**config.mk**
```make
export PLATFORM = sky130hd
export DESIGN_NAME = sync_fifo_fwft
export DESIGN_NICKNAME = d
export VERILOG_FILES = /design/src/rtl/sync_fifo_fwft.sv
export SDC_FILE = /design/constraint.sdc
export NUM_CORES = 1
export LEC_CHECK = 0
export BUFFER_PORTS_ARGS = -buffer_cell sky130_fd_sc_hd__buf_2
export CAP_MARGIN = 10
export CORE_UTILIZATION = 55
export DETAILED_ROUTE_END_ITERATION = 10
export PLACE_DENSITY = 0.83
export SETUP_SLACK_MARGIN = 0.2
export SLEW_MARGIN = 0
export SYNTH_ARGS = -nofsm -noshare
export SYNTH_HDL_FRONTEND = slang
export SYNTH_SLANG_ARGS = --single-unit
```
**constraint.sdc**
```tcl
create_clock -name i_clk -period 4 [get_ports i_clk]
set_input_delay 0.6 -clock i_clk [delete_from_list [all_inputs] [get_ports i_clk]]
set_output_delay 0.6 -clock i_clk [all_outputs]
set_load 0.03 [all_outputs]
```
**src/rtl/sync_fifo_fwft.sv**
```systemverilog
// Single-clock FIFO with selectable first-word-fall-through or registered read.
// All status flags are registered and derived from the same next-state values.
module sync_fifo_fwft #(
    parameter int FIFO_DEPTH = 16,
    parameter int DATA_WIDTH = 8,
    parameter int ADDR_WIDTH = $clog2(FIFO_DEPTH),
    parameter int FWFT       = 1
) (
    input  logic                  i_clk,
    input  logic                  i_rst,
    input  logic                  i_flush,
    input  logic                  i_clr_err,
    input  logic                  i_valid_s,
    input  logic [DATA_WIDTH-1:0] i_datain,
    output logic                  o_ready_s,
    input  logic                  i_ready_m,
    output logic                  o_valid_m,
    output logic [DATA_WIDTH-1:0] o_dataout,
    input  logic [ADDR_WIDTH:0]   i_almostfull_lvl,
    input  logic [ADDR_WIDTH:0]   i_almostempty_lvl,
    output logic                  o_full,
    output logic                  o_almostfull,
    output logic                  o_empty,
    output logic                  o_almostempty,
    output logic [ADDR_WIDTH:0]   o_count,
    output logic                  o_overflow,
    output logic                  o_underflow
);

    localparam logic [ADDR_WIDTH:0] LP_DEPTH = (ADDR_WIDTH+1)'(FIFO_DEPTH);
    localparam logic [ADDR_WIDTH:0] LP_ONE   = (ADDR_WIDTH+1)'(1);

    logic [DATA_WIDTH-1:0] r_mem [FIFO_DEPTH];
    logic [ADDR_WIDTH:0]   r_wr_ptr;
    logic [ADDR_WIDTH:0]   r_rd_ptr;
    logic [ADDR_WIDTH:0]   r_count;
    logic                  r_full;
    logic                  r_empty;
    logic                  r_almostfull;
    logic                  r_almostempty;
    logic                  r_overflow;
    logic                  r_underflow;

    logic                  w_wr_en;
    logic                  w_rd_en;
    logic [ADDR_WIDTH-1:0] w_wr_idx;
    logic [ADDR_WIDTH-1:0] w_rd_idx;
    logic [ADDR_WIDTH:0]   w_wr_ptr_nxt;
    logic [ADDR_WIDTH:0]   w_rd_ptr_nxt;
    logic [ADDR_WIDTH:0]   w_count_nxt;
    logic                  w_full_nxt;
    logic                  w_empty_nxt;
    logic                  w_almostfull_nxt;
    logic                  w_almostempty_nxt;
    logic                  w_underflow_set;

    // A full FIFO never accepts, even if a pop happens in the same cycle.
    assign w_wr_en  = i_valid_s && !r_full;
    assign w_rd_en  = i_ready_m && !r_empty;
    assign w_wr_idx = r_wr_ptr[ADDR_WIDTH-1:0];
    assign w_rd_idx = r_rd_ptr[ADDR_WIDTH-1:0];

    assign w_underflow_set = (FWFT == 0) && i_ready_m && r_empty;

    always_comb begin
        w_wr_ptr_nxt = r_wr_ptr;
        w_rd_ptr_nxt = r_rd_ptr;
        w_count_nxt  = r_count;
        if (i_rst || i_flush) begin
            w_wr_ptr_nxt = '0;
            w_rd_ptr_nxt = '0;
            w_count_nxt  = '0;
        end else begin
            if (w_wr_en) begin
                w_wr_ptr_nxt = r_wr_ptr + LP_ONE;
            end
            if (w_rd_en) begin
                w_rd_ptr_nxt = r_rd_ptr + LP_ONE;
            end
            case ({w_wr_en, w_rd_en})
                2'b10:   w_count_nxt = r_count + LP_ONE;
                2'b01:   w_count_nxt = r_count - LP_ONE;
                default: w_count_nxt = r_count;
            endcase
        end
    end

    assign w_full_nxt  = (w_wr_ptr_nxt[ADDR_WIDTH] != w_rd_ptr_nxt[ADDR_WIDTH]) &&
                         (w_wr_ptr_nxt[ADDR_WIDTH-1:0] == w_rd_ptr_nxt[ADDR_WIDTH-1:0]);
    assign w_empty_nxt = (w_wr_ptr_nxt == w_rd_ptr_nxt);

    assign w_almostfull_nxt  = (LP_DEPTH - w_count_nxt) <= i_almostfull_lvl;
    assign w_almostempty_nxt = w_count_nxt <= i_almostempty_lvl;

    always_ff @(posedge i_clk) begin
        r_wr_ptr      <= w_wr_ptr_nxt;
        r_rd_ptr      <= w_rd_ptr_nxt;
        r_count       <= w_count_nxt;
        r_full        <= w_full_nxt;
        r_empty       <= w_empty_nxt;
        r_almostfull  <= w_almostfull_nxt;
        r_almostempty <= w_almostempty_nxt;
    end

    // Sticky errors: a new event in the same cycle wins over a clear.
    always_ff @(posedge i_clk) begin
        if (i_rst) begin
            r_overflow  <= 1'b0;
            r_underflow <= 1'b0;
        end else begin
            if (i_valid_s && r_full) begin
                r_overflow <= 1'b1;
            end else if (i_clr_err) begin
                r_overflow <= 1'b0;
            end
            if (w_underflow_set) begin
                r_underflow <= 1'b1;
            end else if (i_clr_err) begin
                r_underflow <= 1'b0;
            end
        end
    end

    always_ff @(posedge i_clk) begin
        if (w_wr_en && !i_rst && !i_flush) begin
            r_mem[w_wr_idx] <= i_datain;
        end
    end

    generate
        if (FWFT != 0) begin : g_fwft
            assign o_dataout = r_mem[w_rd_idx];
            assign o_valid_m = !r_empty;
        end else begin : g_reg_read
            logic [DATA_WIDTH-1:0] r_dataout;
            logic                  r_valid_m;

            always_ff @(posedge i_clk) begin
                if (i_rst) begin
                    r_dataout <= '0;
                    r_valid_m <= 1'b0;
                end else if (i_flush) begin
                    r_valid_m <= 1'b0;
                end else begin
                    r_valid_m <= w_rd_en;
                    if (w_rd_en) begin
                        r_dataout <= r_mem[w_rd_idx];
                    end
                end
            end

            assign o_dataout = r_dataout;
            assign o_valid_m = r_valid_m;
        end
    endgenerate

    assign o_ready_s     = !r_full;
    assign o_full        = r_full;
    assign o_empty       = r_empty;
    assign o_almostfull  = r_almostfull;
    assign o_almostempty = r_almostempty;
    assign o_count       = r_count;
    assign o_overflow    = r_overflow;
    assign o_underflow   = r_underflow;

endmodule
```
# [After elaboration in Yosys (flattened, before gate mapping)]
# Memory sizes are Yosys's and may differ from the RTL's. A register that Yosys moved wholly into a read port is not among the register bits.
# Index checks and enable logic that the tools add are counted.
[word_totals] in_bits=24 mem_bits_rw=128 output_inout_bits=21 reg_bits=20 latchBits=0 mem_bits_ro=0 n_memories=1 elab_cells=43
[op_classes] shift=0 muxes=10 n_div=0 addsub=5 n_lt_le_gt_ge=2 n_reduce_logical=12 bitwise=0 eq_ne=5 n_mul=0
[memory_table] name="r_mem" words=16 word_bits=8 read_ports=1 rd_ports_with_merged_regs=1 wr=1 line_no="33" text="logic [DATA_WIDTH-1:0] r_mem [FIFO_DEPTH];"
[ops] operator="5-bit two-way mux" count=5
[ops] operator="5-bit by 1-bit adder with 5-bit output (second input constant)" count=3
[ops] operator="5-bit <= comparator" count=2
[ops] operator="5-bit one-hot mux with 2 select lines" count=1
[ops] operator="1-bit logical AND" count=6
[ops] operator="5-bit == test" count=1
[ops] operator="5-bit by 1-bit subtractor with 5-bit output (second input constant)" count=1
[ops] operator="5-bit subtractor (first input constant)" count=1
[ops] operator="4-bit == test" count=1
[ops] operator="1-bit logical NOT" count=4
[ops] operator="1-bit two-way mux" count=4
[ops] operator="2-bit by 1-bit == test with 1-bit output (second input constant)" count=1
[ops] operator="2-bit == test (second input constant)" count=1
[ops] operator="2-bit nonzero test" count=1
[ops] operator="1-bit logical OR" count=1
[ops] operator="1-bit != test" count=1

# [Longest topological paths before layout]
[logic_depth] word_depth=7 mapped_depth=17 mapped_depth_nobuf=16

# [Least setup slack after synthesis]
# Ideal clock, no wire load.
[synth_timing] path_kind="in2reg" startpoint="input i_valid_s" endpoint="register r_almostfull (netlist: o_almostfull)" slack_ps=656 n_path_buf=1 stages=17 setup_ps=75 arrival_time_ps=3269 required_time_ps=3925 path_cell_list="nor2b_1 inv_1 ha_1 buf_2 xor2_1 ha_1 a21oi_1 xor2_1 or3_1 a21oi_2 xnor2_1 ha_1 o21ai_0 nand2b_1 a21oi_1 nor2b_1 o22ai_1"
[synth_via] elab_chain_cells=6 elab_cells_between_ends=7 cone_classes="add/sub (1); order compare (1); eq/ne (2); mux (2); reduce/logical (1)"
[synth_rtl] element="start: declaration" line_no="13" text="input logic i_valid_s,"
[synth_rtl] element="1-bit logical AND *" line_no="58" text="assign w_wr_en = i_valid_s && !r_full;"
[synth_rtl] element="2-bit by 1-bit == test with 1-bit output or 2-bit == test (tied branches)" line_no="80" text="case ({w_wr_en, w_rd_en})"
[synth_rtl] element="5-bit one-hot mux with 2 select lines *" line_no="80"
[synth_rtl] element="5-bit two-way mux *" line_no="69" text="if (i_rst || i_flush) begin"
[synth_rtl] element="via w_count_nxt[2]" line_no="50" text="logic [ADDR_WIDTH:0] w_count_nxt;"
[synth_rtl] element="5-bit subtractor *" line_no="92" text="assign w_almostfull_nxt = (LP_DEPTH - w_count_nxt) <= i_almostfull_lvl;"
[synth_rtl] element="5-bit <= comparator *" line_no="92"
[synth_rtl] element="via w_almostfull_nxt" line_no="53" text="logic w_almostfull_nxt;"
[synth_rtl] element="end signal: assignment" line_no="101" text="r_almostfull <= w_almostfull_nxt;"
[synth_rtl] element="end: declaration" line_no="39" text="logic r_almostfull;"
# The timed path passes the listed nets; every way through them passes the cells marked *.
# A chain may end at the register's enable or synchronous reset.

==> impl_metrics.toml <==
[sta]
final_hold_violating_endpoints = 0
timing.clock.skew_ns = 0.004765
finalCritPeriodShare = 0.8204
final.min_clock_period_ns = 3.282
final-max-slew-violation-count = 0
unrepaired_setup_endpoints_after_global_routing = "no"
fmaxAchievable_mhz = 304.7
setup_violations = 0
worst_slew_pin_slew_ns = 0.7883
timing.slew.headroom = 0.4725
timing.setup.tns_ns = 0

[global_route]
initial_antenna_violation_count = 0
grt_pass1_wl_mm = 17.57
grt_remaining_overflow = 0
grt_max_degree = 36
first_global_vias = 3159
track_usage = 0.2136

[final_layout]
num_antenna_cells = 0
nets = 452
area_growth_syn_to_layout_pct = 14.65
finalCoreUtilization = 0.6606
fraction_of_layout_instances_using_a_drive_strength_above_1 = 0.2209
fill_cells = 721

[placement]
io_buffer_count = 43
detailed_place_hpwl_mm = 7.457
final_weighted_congestion_in_routability_driven_placement = 0.7587

[synth]
number_of_flops_mapped_to_enable_cells_by_yosys = 128
yosys.cell_types.count = 36
yosys.area.top_type = "sky130_fd_sc_hd__edfxtp_1"
mappedNetlistArea_um2 = 6356
post_synth_main_area_contributors = "sky130_fd_sc_hd__edfxtp_1 60%, sky130_fd_sc_hd__mux4_1 12%, sky130_fd_sc_hd__dfxtp_1 6.3%"
synth.top_cell.area_share = 0.6047
ys_ff_latch = 148
yosysWarnings = 0
synthFlopType = "sky130_fd_sc_hd__edfxtp_1"
postSynthCellCount = 358
synthMostInstantiatedCell = "sky130_fd_sc_hd__edfxtp_1"
post_synth_most_frequent_cells = "128 x sky130_fd_sc_hd__edfxtp_1, 30 x sky130_fd_sc_hd__mux4_1, 28 x sky130_fd_sc_hd__nor2_1"
synth-async-reset-ratio = 0
synth_nets = 401
share_of_the_yosys_chip_area_belonging_to_registers = 0.6677
synth_area_per_cell_um2 = 17.75

[clock_network]
clock-root-buffer = "sky130_fd_sc_hd__clkbuf_16"
clock_tree_from_tritoncts = "built"
post_cts_hold_buffer_count = 0
cts_max_path_buffers = 2
worst_skew_late_latency_ns = 0.42
cts.repair_timing.setup_buffer_count = 0
clkSlewWorstSetupHoldPaths_ns = 0.06
clock_sinks = 148
tritoncts.num_buffers = 17
post_cts_resized = 0
cts_htree_levels = 4

[route]
routed_via_density = 5.811
met3_wirelength_um = 682
wl_per_cell_um = 20.60
drtPass1Iterations = 4
final_wirelength_mm = 11.56
post_route_m1_wl_mm = 4.662
antenna_violating_nets_post_route = 0
drt-initial-drc-count = 214
drt_drc_violations_left = 0
maxUsedRoutingLayer = "met4"
met2RoutedLength_mm = 5.970
num_vias = 3260

[worst_setup_path]
cp_data_arrival_time_ns = 2.68
cp.required_ns = 3.40
worstSetupEndpointType = "output pin"
crit_path_max_fanout = 18
worstSetupPathType = "flip-flop to output pin"
timing.critical_path.from_type = "flip-flop"

[job]
timing.max_cap.violations = 0

[die]
x_dimension_of_the_die_um = 109.5
fp.dieArea_um2 = 11990
placement_rows = 38
placeableCoreArea_um2 = 11030
floorplan.initialDensity = 0.5762
ioPinCount = 45
die_h_um = 109.5

[outcome]
outcome = "finished clean"

[power]
ir_worst_vdd_mv = 0.3052
leakagePower_nw = 2.551
cellPowerDensity_nw_per_um2 = 462.6

[hold_path]
holdCritPathClass = "input port to flip-flop"
## state kept, by name, indices dropped and copies added (netlist names)
register and cells:
o_almostempty 1, r_rd_ptr 5, o_empty 1, r_wr_ptr 5, r_mem 128, o_overflow 1
o_almostfull 1, o_count 5, o_full 1
## critical path: stages (launching register included)
cell and delay [ns]:
sky130_fd_sc_hd__dfxtp_2 0.70, sky130_fd_sc_hd__buf_12 0.25, sky130_fd_sc_hd__mux4_1 0.62, sky130_fd_sc_hd__mux4_2 0.49
sky130_fd_sc_hd__buf_2 0.20
## cells in the final DEF (no fill, tap or decap), drive strengths merged
cell | synthesis | layout
a32oi | 1 | 1
o31ai | 1 | 1
buf | 10 | 51
conb | 1 | 1
edfxtp | 128 | 128
mux4 | 40 | 40
or2 | 1 | 1
or3 | 1 | 1
ha | 19 | 19
and3b | 1 | 1
nand4 | 4 | 4
clkinv | 0 | 6
clkbuf | 9 | 17
a21oi | 7 | 7
nor2b | 8 | 8
nor3 | 6 | 6
a211o | 1 | 1
nand2b | 5 | 5
nand2 | 12 | 12
nand3 | 3 | 3
nor3b | 2 | 2
clkinvlp | 0 | 3
xnor2 | 9 | 9
bufinv | 0 | 3
o22ai | 2 | 2
xor2 | 12 | 12
inv | 16 | 18
nor2 | 28 | 28
a2111o | 1 | 1
mux2i | 3 | 3
o21ai | 7 | 7
dfxtp | 20 | 20
## routing by layer
| metal | GRT usage | up-vias |
|---|---|---|
| met5 | 0 | - |
| met4 | 0.09524 | 0 |
| met3 | 0.05572 | 18 |
| met2 | 0.3544 | 112 |
| met1 | 0.2652 | 1622 |
| li1 | - | 1508 |
## layout make-up
type | count | area (um^2) | share of cell area
clock buffer | 17 | 425.4 | 0.05838
clock inverter | 14 | 160.2 | 0.02198
inverter | 16 | 60.06 | 0.008242
multi-input combinational | 175 | 1933 | 0.2653
timing repair buffer | 51 | 287.8 | 0.03949
tap | 140 | 175.2 | 0.02404
sequential | 148 | 4245 | 0.5826
## per-stage QoR
stage / instances / power (mW) / cell area, um^2 / setup slack (ns) / hold slack (ns)
6_report: 561 / 3.371 / 7287 / 0.7184 / 0.3714
2_1_floorplan: 358 / 1.798 / 6356 / 0.6563 / 0.4855
4_1_cts: 561 / 3.391 / 7287 / 0.6840 / 0.3546
3_5_place_dp: 530 / 1.847 / 6701 / 0.4994 / 0.4751
5_1_grt: 561 / 3.460 / 7287 / 0.5410 / 0.3658
3_3_place_gp: 530 / 1.839 / 6701 / 0.6318 / 0.4442
## final timing paths
check	cells after the start	slack [ns]	endpoint	from
worst max-delay path	4	0.72	o_dataout[3]	r_rd_ptr[0]
worst min-delay path	2	0.37	o_overflow	i_rst
worst max register to register	16	0.85	o_almostfull	o_full
worst min register to register	2	0.49	o_overflow	o_overflow
## cell families (layout without fill, tap and decap cells)
family	count (synthesis)	after routing	synth area share
AND/OR/NAND/NOR	71	71	0.05315
XOR/XNOR	21	21	0.02894
multiplexers	43	43	0.1642
AO/OA/AOI/OAI	20	20	0.01988
other	1	1	0.0005900
adder cells (fa/ha/maj)	19	19	0.03740
buffers and inverters	35	98	0.02815
flip-flops	148	148	0.6677
## power breakdown
part           total (mW)  internal [mW]  switching (mW)
Clock                1.55          0.971           0.584
Combinational       0.126         0.0488          0.0774
Sequential           1.69           1.68         0.00633
Total                3.37           2.70           0.668
(Power assumes the default switching activity.)
